===== src/rtl/prod_accum_pkg.sv =====
// Shared types and constants for the product accumulator.
package prod_accum_pkg;

  // Width of one incoming 2x2 product.
  localparam int unsigned PROD_W = 4;

  typedef enum logic [1:0] {
    StIdle,
    StAcc,
    StOut
  } state_e;

  // Term counter must hold values 0..num_terms inclusive.
  function automatic int unsigned cnt_width(int unsigned num_terms);
    return $clog2(num_terms + 1);
  endfunction

endpackage


===== src/rtl/prod_accum.sv =====
// Streaming accumulator: sums a group of up to NUM_TERMS 4-bit products and
// presents the result, beat count and sticky overflow over valid/ready.
module prod_accum
  import prod_accum_pkg::*;
#(
  parameter int unsigned NUM_TERMS = 4,
  parameter int unsigned ACC_W     = 8,
  parameter int unsigned CNT_W     = cnt_width(NUM_TERMS)
) (
  input  logic              clk,
  input  logic              rst_n,
  input  logic              in_valid,
  output logic              in_ready,
  input  logic [PROD_W-1:0] in_data,
  input  logic              in_last,
  output logic              out_valid,
  input  logic              out_ready,
  output logic [ACC_W-1:0]  out_sum,
  output logic [CNT_W-1:0]  out_count,
  output logic              out_ovf
);

  // Elaboration-time parameter sanity checks.
  if (ACC_W < PROD_W) begin : gen_acc_w_check
    $error("prod_accum: ACC_W must be at least PROD_W");
  end
  if (NUM_TERMS < 1) begin : gen_num_terms_check
    $error("prod_accum: NUM_TERMS must be at least 1");
  end

  state_e           state_q, state_d;
  logic [ACC_W-1:0] acc_q, acc_d;
  logic [CNT_W-1:0] cnt_q, cnt_d;
  logic             ovf_q, ovf_d;

  logic             accept;
  logic [ACC_W:0]   sum_ext;

  // Ready is a pure function of state (and held low during reset).
  assign in_ready = rst_n && (state_q != StOut);
  assign accept   = in_valid && in_ready;
  // One extra bit captures the carry out of the accumulator.
  assign sum_ext  = {1'b0, acc_q} + {1'b0, ACC_W'(in_data)};

  // Next-state, accumulator, count and overflow update.
  always_comb begin
    state_d = state_q;
    acc_d   = acc_q;
    cnt_d   = cnt_q;
    ovf_d   = ovf_q;
    unique case (state_q)
      StIdle: begin
        if (accept) begin
          acc_d   = ACC_W'(in_data);
          cnt_d   = CNT_W'(1);
          ovf_d   = 1'b0;
          state_d = (in_last || NUM_TERMS == 1) ? StOut : StAcc;
        end
      end
      StAcc: begin
        if (accept) begin
          acc_d = sum_ext[ACC_W-1:0];
          cnt_d = cnt_q + CNT_W'(1);
          ovf_d = ovf_q | sum_ext[ACC_W];
          if (in_last || cnt_d == CNT_W'(NUM_TERMS)) begin
            state_d = StOut;
          end
        end
      end
      StOut: begin
        if (out_ready) begin
          state_d = StIdle;
          acc_d   = '0;
          cnt_d   = '0;
          ovf_d   = 1'b0;
        end
      end
      default: begin
        state_d = StIdle;
        acc_d   = '0;
        cnt_d   = '0;
        ovf_d   = 1'b0;
      end
    endcase
  end

  // State and datapath registers with synchronous active-low reset.
  always_ff @(posedge clk) begin
    if (!rst_n) begin
      state_q <= StIdle;
      acc_q   <= '0;
      cnt_q   <= '0;
      ovf_q   <= 1'b0;
    end else begin
      state_q <= state_d;
      acc_q   <= acc_d;
      cnt_q   <= cnt_d;
      ovf_q   <= ovf_d;
    end
  end

  // Outputs are taken straight from registers.
  always_comb begin
    out_valid = (state_q == StOut);
    out_sum   = acc_q;
    out_count = cnt_q;
    out_ovf   = ovf_q;
  end

endmodule


===== config.mk =====
export PLATFORM = sky130hd
export DESIGN_NAME = prod_accum
export DESIGN_NICKNAME = d
export VERILOG_FILES = /design/src/rtl/prod_accum_pkg.sv /design/src/rtl/prod_accum.sv
export SDC_FILE = /design/constraint.sdc
export NUM_CORES = 1
export LEC_CHECK = 0
export BUFFER_PORTS_ARGS = -buffer_cell sky130_fd_sc_hd__buf_2
export CAP_MARGIN = 15
export CORE_MARGIN = 4
export CORE_UTILIZATION = 46
export DETAILED_ROUTE_END_ITERATION = 10
export HOLD_SLACK_MARGIN = 0.08
export PLACE_DENSITY = 0.73
export SYNTH_ARGS = -nofsm -noshare
export SYNTH_HDL_FRONTEND = slang
export SYNTH_SLANG_ARGS = --single-unit

===== constraint.sdc =====
create_clock -name clk -period 1.65 [get_ports clk]
set_input_delay 0.165 -clock clk [delete_from_list [all_inputs] [get_ports clk]]
set_output_delay 0.165 -clock clk [all_outputs]
set_load 0.01 [all_outputs]

==> flow_metrics.env, run 1 <==
export IMPL_design_portCount=23
export IMPL_place_area_um2=1075
export IMPL_grt_pass1_wl_mm=3.546
export IMPL_yosys_register_bits=14
export IMPL_die_h_um=52.44
export IMPL_cpMaxStageDelayCell="dfxtp_2"
export IMPL_ys_warn_count=0
export IMPL_synth_edff_count=0
export IMPL_routed_wl_mm=2.080
export IMPL_diodes=0
export IMPL_hold_viol=0
export IMPL_final_setup_viol_count=0
export IMPL_via_per_inst=5.416
export IMPL_yosys_top_cells_area="dfxtp_1 31%, ha_1 8.3%, mux2i_1 6.6%, nor2b_1 4.8%, a21oi_1 3.3%"
export IMPL_firstDrtPassIters=4
export IMPL_cts_tree="done"
export IMPL_critPathArrivalTime_ps=1820
export IMPL_num_rows=15
export IMPL_cp_start_kind="flip-flop"
export IMPL_numCtsBuffers=3
export IMPL_ff2ff_setup_slack_ps=60
export IMPL_cp_data_required_time_ps=1890
export IMPL_synthesis_nets=115
export IMPL_final_util_pct=64.93
export IMPL_die_w_um=52.44
export IMPL_p_seq_share_pct=45.3
export IMPL_num_fill_cells=157
export IMPL_maxSlewHeadroom_pct=76.25
export IMPL_grtUsageTotal_pct=17.37
export IMPL_overflow=0
export IMPL_skew_ps=1.749
export IMPL_path_clk_slew_ps=90
export IMPL_synth_most_common_cell="dfxtp_1"
export IMPL_syn2layout_area_growth_pct=28.79
export IMPL_max_freq_mhz=630.3
export IMPL_drt_wirelength_per_cell_um=13.51
export IMPL_p_comb_share_pct=23.0
export IMPL_netlist_area_um2=908.4
export IMPL_antenna_found_initial=0
export IMPL_ir_drop_mv=0.4698
export IMPL_period_needed_ps=1587
export IMPL_synth_top_area_share_pct=30.85
export IMPL_fin_crit_sh_pct=96.15
export IMPL_clockBufferDepth=2
export IMPL_grt_max_degree=16
export IMPL_clkPwrFrac_pct=31.7
export IMPL_clock_latency_ps=280
export IMPL_synth_commonest_cells="14 x dfxtp_1, 7 x nor2b_1"
export IMPL_drc=0
export IMPL_gp_congestion=0.7385
export IMPL_cp_cell_sequence="ha_4 > inv_2 > fa_2 > nor2b_2 > o21ai_2 > a2111oi_2 > o21ba_1"
export IMPL_dpl_hpwl_mm=1.522
export IMPL_path_class="reg -> reg"
export IMPL_via_count=834
export IMPL_fp_dieArea_um2=2749
export IMPL_synth_largest_area_cell="dfxtp_1"
export IMPL_synth_cell_types=37
export IMPL_power_density_nw_per_um2=686.1
export IMPL_p_sw_share_pct=29.22
export IMPL_maxCapViolations=0
export IMPL_ant_nets=0
export IMPL_worst_hold_slack_ps=252.6
export IMPL_drtIter0Drc=4
export IMPL_p_sw_w=0.0002346
export IMPL_synth_seq_area_share_pct=30.85
export IMPL_core_um2=1802
export IMPL_start_util_pct=50.42
export IMPL_cp_max_fo=3
export IMPL_worst_pin_slew_ps=351.9
export IMPL_synth_ff_type="dfxtp_1"
export IMPL_netlist_instances=99
export IMPL_syn_avg_cell_area_um2=9.175
export IMPL_p_leak_nw=0.5101
export IMPL_rsz0062_at_grt="yes"
export IMPL_clockRootBuffer="clkbuf_4"
export IMPL_fin_nets=146
export IMPL_cts_sinks=14
export IMPL_hp_class="in -> reg"
export IMPL_finalInstanceArea_um2=1170
export IMPL_outcome="complete, no violations"
export IMPL_port_buffers=22
export IMPL_layout_drive_gt1_share_pct=39.53
export IMPL_hold_buffers=0
export IMPL_grt_pass1_vias=835
export IMPL_htree_levels=1
export IMPL_endpoint_kind="flip-flop"
export IMPL_ys_async_sr_fraction_pct=0
export IMPL_critPathMaxStageDelay_ps=360
export IMPL_final_max_slew_viol_count=0
export IMPL_internal_power_w=0.0005681
-- worst paths after layout --
| check | end | from | cells after the start |
|---|---|---|---|
| worst max-delay path | out_ovf$_SDFFE_PN0P_ | out_sum[0]$_SDFFE_PN0P_ | 7 |
| worst min-delay path | state_q[1]$_SDFFE_PN0P_ | out_ready | 3 |
| worst max register to register | out_ovf$_SDFFE_PN0P_ | out_sum[0]$_SDFFE_PN0P_ | 7 |
| worst min register to register | out_sum[6]$_SDFFE_PN0P_ | out_sum[6]$_SDFFE_PN0P_ | 2 |
-- critical path, delay by kind of cell, from the launching register on --
family,cells,cell delay [ps]
flops,1,360
fa+ha+maj,2,470
simple gates,1,140
buf+inv,1,30
compound gates,3,530
-- state kept, by name (all words and copies together), names as in the netlist --
signal and cells:
out_count 3, out_ovf 1, state_q 2, out_sum 8
-- power by group through the flow --
stage,Combinational (W),Clock [W],Sequential [W]
2_1_floorplan,0.000109,0,0.000372
5_1_grt,0.000205,0.000276,0.000366
4_1_cts,0.000169,0.000260,0.000363
6_report,0.000184,0.000255,0.000364
3_5_place_dp,0.000162,0,0.000371
3_3_place_gp,0.000160,0,0.000371
-- placed cells by master (no fill, tap or decap), types with 2 or more instances in the layout --
cell	netlist	layout
a21oi_1	6	6
nor2b_1	7	6
buf_4	2	8
nor2_1	6	6
mux2i_1	6	6
a21boi_0	2	2
clkbuf_4	0	3
dfxtp_1	14	13
nand3_1	3	3
o21ai_2	1	3
buf_2	1	22
a211oi_2	0	2
ha_1	6	5
a31oi_1	2	2
nand2_1	6	6
nand3b_1	3	3
o2bb2ai_1	2	2
xnor2_1	3	3
inv_1	5	4
-- layer usage --
layer / up-vias / GRT usage (%) / part of all wire, %
li1: 417 / - / -
met1: 383 / 22.09 / 47
met2: 26 / 27.07 / 44
met3: 8 / 4.274 / 5.4
met4: 0 / 8.511 / 2.7
met5: - / 0 / 0
-- what timing repair did --
action                                  CTS  global route
endpoints found under the setup margin    4             7
buffers inserted                          0             1
pin swaps                                 1             1
gates resized for setup                   5             7
-- final cells by class --
type	count	area (um2)	share of cell area (%)
clock buffers	4	36.28	3.102
inverters	5	18.77	1.604
multi-input cells	76	631.9	54.01
flip-flops and latches	14	281.5	24.06
well taps	25	31.28	2.674
repair buffers	30	170.2	14.55
-- through the flow --
step / setup slack, ps / std cells / total power, W / setup TNS (ps)
after floorplan: 14.22 / 99 / 0.0004803 / 0
after global placement: 11.72 / 149 / 0.0005304 / 0
after detailed placement: -41.43 / 149 / 0.0005333 / -61.83
after CTS: 5.681 / 153 / 0.0007919 / 0
after global routing: -59.64 / 154 / 0.0008473 / -173.1
final: 63.46 / 154 / 0.0008027 / 0
-- cells by family (layout without fill, tap and decap cells) --
logic type | Yosys count | count (layout) | synth area share [%]
AND/OR/NAND/NOR | 34 | 34 | 23.14
AO/OA/AOI/OAI | 25 | 25 | 19.56
flip-flops | 14 | 14 | 30.85
buffers and inverters | 9 | 39 | 5.509
adder cells (fa/ha/maj) | 7 | 7 | 10.47
multiplexers | 6 | 6 | 6.612
XOR/XNOR | 4 | 4 | 3.857
No activity file was read; power rests on OpenSTA's default activity.
==> run 2, diff against run 1 <==
BUFFER_PORTS_ARGS = unset   (was -buffer_cell sky130_fd_sc_hd__buf_2)
CORE_UTILIZATION = 50   (was 46)
DONT_BUFFER_PORTS = 1   (was unset)
PLACE_DENSITY = 0.68   (was 0.73)
==> run 2 against run 1 <==
Effect of this change: critical path depth unchanged; global-route usage rose by 0.064 points; hold slack lost 140 ps; clock power increased by 3%; critical path type unchanged.
==> flow_metrics.env, run 2 (same netlist as run 1, synthesis figures left out) <==
export IMPL_drt_wirelength_per_cell_um=15.78
export IMPL_endpoint_kind="flip-flop"
export IMPL_final_util_pct=63.19
export IMPL_cp_cell_sequence="ha_4 > inv_2 > fa_2 > nor2b_1 > o21ai_2 > a2111oi_2 > o21ba_1"
export IMPL_power_density_nw_per_um2=727.1
export IMPL_use_met1_pct=20.91
export IMPL_clockRootBuffer="clkbuf_4"
export IMPL_internal_power_w=0.0005614
export IMPL_grt_util_met3_pct=4.451
export IMPL_critPathArrivalTime_ps=1880
export IMPL_cp_start_kind="flip-flop"
export IMPL_rsz0062_at_grt="yes"
export IMPL_layout_commonest_cell="dfxtp_1"
export IMPL_die_h_um=50.63
export IMPL_num_rows=15
export IMPL_p_sw_share_pct=29.23
export IMPL_period_needed_ps=1626
export IMPL_design_portCount=23
export IMPL_cpMaxStageDelayCell="dfxtp_2"
export IMPL_ir_drop_mv=0.6381
export IMPL_numCtsBuffers=3
export IMPL_drtIter0Drc=14
export IMPL_maxSlewHeadroom_pct=70.43
export IMPL_overflow=0
export IMPL_start_util_pct=52.61
export IMPL_maxCapViolations=0
export IMPL_grt_pass1_wl_mm=3.346
export IMPL_syn2layout_area_growth_pct=20.11
export IMPL_path_clk_slew_ps=100
export IMPL_drc=0
export IMPL_firstDrtPassIters=4
export IMPL_gp_congestion=0.7587
export IMPL_via_count=776
export IMPL_cts_setup_buffers=0
export IMPL_final_max_slew_viol_count=0
export IMPL_clockBufferDepth=2
export IMPL_p_leak_nw=0.4195
export IMPL_grt_max_degree=15
export IMPL_max_freq_mhz=615.0
export IMPL_fp_dieArea_um2=2563
export IMPL_critPathMaxStageDelay_ps=360
export IMPL_skew_ps=8.267
export IMPL_grtUsageTotal_pct=17.43
export IMPL_port_buffers=0
export IMPL_tns_ps=0
export IMPL_path_class="reg -> reg"
export IMPL_cp_data_required_time_ps=1900
export IMPL_clock_latency_ps=300
export IMPL_clkPwrFrac_pct=33.1
export IMPL_largest_register_ffs=8
export IMPL_cts_tree="done"
export IMPL_antenna_found_initial=0
export IMPL_fin_nets=127
export IMPL_dpl_hpwl_mm=1.615
export IMPL_cp_max_fo=3
export IMPL_ant_nets=0
export IMPL_diodes=0
export IMPL_grt_pass1_vias=739
export IMPL_worst_pin_slew_ps=442.0
export IMPL_final_setup_viol_count=0
export IMPL_hold_viol=0
export IMPL_fin_crit_sh_pct=98.54
export IMPL_p_seq_share_pct=45.8
export IMPL_htree_levels=1
export IMPL_top_usage_layer="met2"
export IMPL_routed_wl_mm=2.130
export IMPL_grt_util_met2_pct=28.91
export IMPL_core_um2=1727
export IMPL_outcome="complete, no violations"
export IMPL_hp_class="in -> reg"
export IMPL_final_cell_mix="13 x dfxtp_1, 9 x buf_4, 7 x nor2b_1"
export IMPL_p_sw_w=0.0002319
export IMPL_cts_sinks=14
export IMPL_via_per_inst=5.748
export IMPL_p_comb_share_pct=21.1
export IMPL_layout_drive_gt1_share_pct=28.18
export IMPL_die_w_um=50.63
==> run 2: worst max-delay path, delay by kind of cell (launching register included) <==
kind,cells,cell delay [ps]
AO/OA/AOI/OAI,3,550
AND/OR/NAND/NOR,1,160
adder cells (fa/ha/maj),2,480
buffers and inverters,1,40
flip-flops,1,360
==> run 2: power by group through the flow <==
stage / clock network, W / registers (W) / logic, W
CTS: 0.000261 / 0.000362 / 0.000162
detailed placement: 0 / 0.000370 / 0.000144
floorplan: 0 / 0.000372 / 0.000109
finish: 0.000263 / 0.000363 / 0.000167
global route: 0.000274 / 0.000365 / 0.000184
global placement: 0 / 0.000369 / 0.000139
==> run 2: path summary, 6_finish.rpt <==
check                          start                 endpoint  slack (ps)  cells after the start
max          out_sum[0]$_SDFFE_PN0P_     out_ovf$_SDFFE_PN0P_          20                      7
min                        out_ready  state_q[1]$_SDFFE_PN0P_         110                      2
max reg2reg  out_sum[0]$_SDFFE_PN0P_     out_ovf$_SDFFE_PN0P_          20                      7
min reg2reg  out_sum[7]$_SDFFE_PN0P_  out_sum[7]$_SDFFE_PN0P_         550                      2
==> run 2: stage by stage <==
step / setup slack [ps] / total power, W / cell area (um2) / cells / hold slack, ps
after floorplan: 14.22 / 0.0004803 / 912.1 / 99 / 319.6
after global routing: -71.61 / 0.0008229 / 1091 / 135 / 110.6
after detailed placement: -65.60 / 0.0005142 / 987.2 / 130 / 296.3
after global placement: 17.86 / 0.0005079 / 987.2 / 130 / 293.2
after CTS: -1.036 / 0.0007852 / 1064 / 135 / 120.3
final: 24.04 / 0.0007933 / 1091 / 135 / 107.8
==> run 2: what timing repair did <==
action / 4_1_cts / 5_1_grt
pin swaps: 2 / 2
endpoints found under the setup margin: 3 / 8
resized for setup: 6 / 8
hold endpoints to repair: 12 / 0
hold buffers: 1 / 0
==> run 2: routing by layer <==
metal	vias to the layer above	wire length [um]
met5	-	0
met4	0	37
met3	5	141
met2	20	1068
met1	374	883
li1	377	-
==> run 2: layout make-up <==
type                            instances  area [um2]
Clock buffer                            4       36.28
Tap cell                               25       31.28
Multi-Input combinational cell         76       634.4
Fill cell                             155       635.6
Timing Repair Buffer                   11       88.84
Sequential cell                        14       281.5
Inverter                                5       18.77
==> run 3, diff against run 2 <==
CTS_BUF_LIST = sky130_fd_sc_hd__clkbuf_16   (was unset)
==> run 3 against run 2 <==
Effect of this change: setup slack improved by 20 ps; clock skew fell by 3.7 ps; maximum frequency up 1.2%; utilization rose by 3.0 points; non-clock buffer count increased by 2; first-iteration DRC count rose by 14%; total power increased by 25%; combinational power increased by 2%; sequential power about the same; largest power group is now clock; critical path depth unchanged; critical path type unchanged; die area did not move; cell area rose by 4.7%.
==> flow_metrics.env, run 3 (same netlist as run 1, synthesis figures left out) <==
export IMPL_outcome="complete, no violations"
export IMPL_drtIter0Drc=16
export IMPL_via_count=788
export IMPL_cp_start_kind="flip-flop"
export IMPL_p_leak_nw=0.4452
export IMPL_clockRootBuffer="clkbuf_16"
export IMPL_clock_latency_ps=240
export IMPL_grtUsageTotal_pct=18.73
export IMPL_cp_max_fo=3
export IMPL_critPathArrivalTime_ps=1800
export IMPL_layout_drive_gt1_share_pct=26.79
export IMPL_design_portCount=23
export IMPL_numCtsBuffers=3
export IMPL_skew_ps=4.554
export IMPL_max_freq_mhz=622.7
export IMPL_dpl_hpwl_mm=1.615
export IMPL_wl_met1_um=935
export IMPL_drc=0
export IMPL_maxSlewHeadroom_pct=75.83
export IMPL_hold_viol=0
export IMPL_maxCapViolations=0
export IMPL_cp_data_required_time_ps=1840
export IMPL_power_density_nw_per_um2=870.5
export IMPL_core_um2=1727
export IMPL_ant_nets=0
export IMPL_die_h_um=50.63
export IMPL_fin_crit_sh_pct=97.33
export IMPL_via_per_inst=5.752
export IMPL_start_util_pct=52.61
export IMPL_antenna_found_initial=0
export IMPL_drt_wirelength_per_cell_um=15.91
export IMPL_tns_ps=0
export IMPL_grt_max_degree=15
export IMPL_finalInstanceArea_um2=1142
export IMPL_ir_drop_mv=0.6388
export IMPL_final_setup_viol_count=0
export IMPL_hp_class="in -> reg"
export IMPL_rsz0062_at_grt="yes"
export IMPL_grt_pass1_vias=794
export IMPL_largest_register_ffs=8
export IMPL_routed_wl_mm=2.180
export IMPL_final_max_slew_viol_count=0
export IMPL_cts_sinks=14
export IMPL_grt_pass1_wl_mm=3.546
export IMPL_endpoint_kind="flip-flop"
export IMPL_design_power_total_w=0.0009945
export IMPL_die_w_um=50.63
export IMPL_worst_pin_slew_ps=362.0
export IMPL_htree_levels=1
export IMPL_worst_hold_slack_ps=82.29
export IMPL_path_class="reg -> reg"
export IMPL_final_cell_mix="13 x dfxtp_1, 11 x buf_4, 7 x nor2b_1"
export IMPL_layout_commonest_cell="dfxtp_1"
export IMPL_top_layer="met4"
export IMPL_fp_dieArea_um2=2563
export IMPL_place_area_um2=987.2
export IMPL_overflow=0
export IMPL_path_clk_slew_ps=50
export IMPL_fin_nets=129
export IMPL_cts_tree="done"
export IMPL_period_needed_ps=1606
export IMPL_port_buffers=0
export IMPL_syn2layout_area_growth_pct=25.76
export IMPL_firstDrtPassIters=4
export IMPL_clockBufferDepth=2
export IMPL_met3_length_um=140
export IMPL_wl_met2_mm=1.026
export IMPL_num_rows=15
export IMPL_gp_congestion=0.7587
export IMPL_diodes=0
-- run 3: what timing repair did --
action,CTS,global route
pin swaps,2,3
hold buffers,1,1
endpoints found under the hold margin,3,1
buffers inserted,0,1
cloned,0,0
endpoints found under the setup margin,4,8
gates resized for setup,5,7
-- run 3: per-stage QoR --
| stage | util, % | setup WS, ps | std cells |
|---|---|---|---|
| CTS | 63.19 | 5.878 | 135 |
| global route | 66.16 | -30.47 | 137 |
| global placement | 57.17 | 17.86 | 130 |
| floorplan | - | 14.22 | 99 |
| finish | 66.16 | 44.09 | 137 |
| detailed placement | 57.17 | -65.60 | 130 |
-- run 3: final timing paths --
path         slack (ps)                 endpoint  depth (start not counted)                     from
max                  40     out_ovf$_SDFFE_PN0P_                          7  out_sum[0]$_SDFFE_PN0P_
min                  80  out_sum[7]$_SDFFE_PN0P_                          2                    rst_n
min reg2reg         540  out_sum[7]$_SDFFE_PN0P_                          2  out_sum[7]$_SDFFE_PN0P_
max reg2reg          40     out_ovf$_SDFFE_PN0P_                          7  out_sum[0]$_SDFFE_PN0P_
-- run 3: power breakdown --
part           switching (W)  internal [W]  total, W  leakage, nW
Sequential         0.0000130      0.000351  0.000364        0.114
Clock               0.000139      0.000320  0.000459       0.0385
Combinational      0.0000911     0.0000797  0.000171        0.292
Total               0.000243      0.000751  0.000994        0.445
-- run 3: area by class of cell --
class	count	area, um2
clock buffers	3	75.07
clock inverters	1	3.754
fillers	146	584.3
inverters	5	18.77
multi-input cells	76	629.4
flip-flops and latches	14	281.5
well taps	25	31.28
repair buffers	13	102.6
-- run 3: critical path: stages (launching register included) --
cell,delay [ps]
dfxtp_2,340
ha_4,140
inv_2,40
fa_2,350
nor2b_1,140
o21ai_2,90
a2111oi_2,300
o21ba_1,150
-- run 3: metal layers --
| metal | GRT usage [%] | vias up |
|---|---|---|
| li1 | - | 386 |
| met1 | 22.36 | 371 |
| met2 | 29.35 | 23 |
| met3 | 5.045 | 8 |
| met4 | 12.11 | 0 |
| met5 | 0 | - |
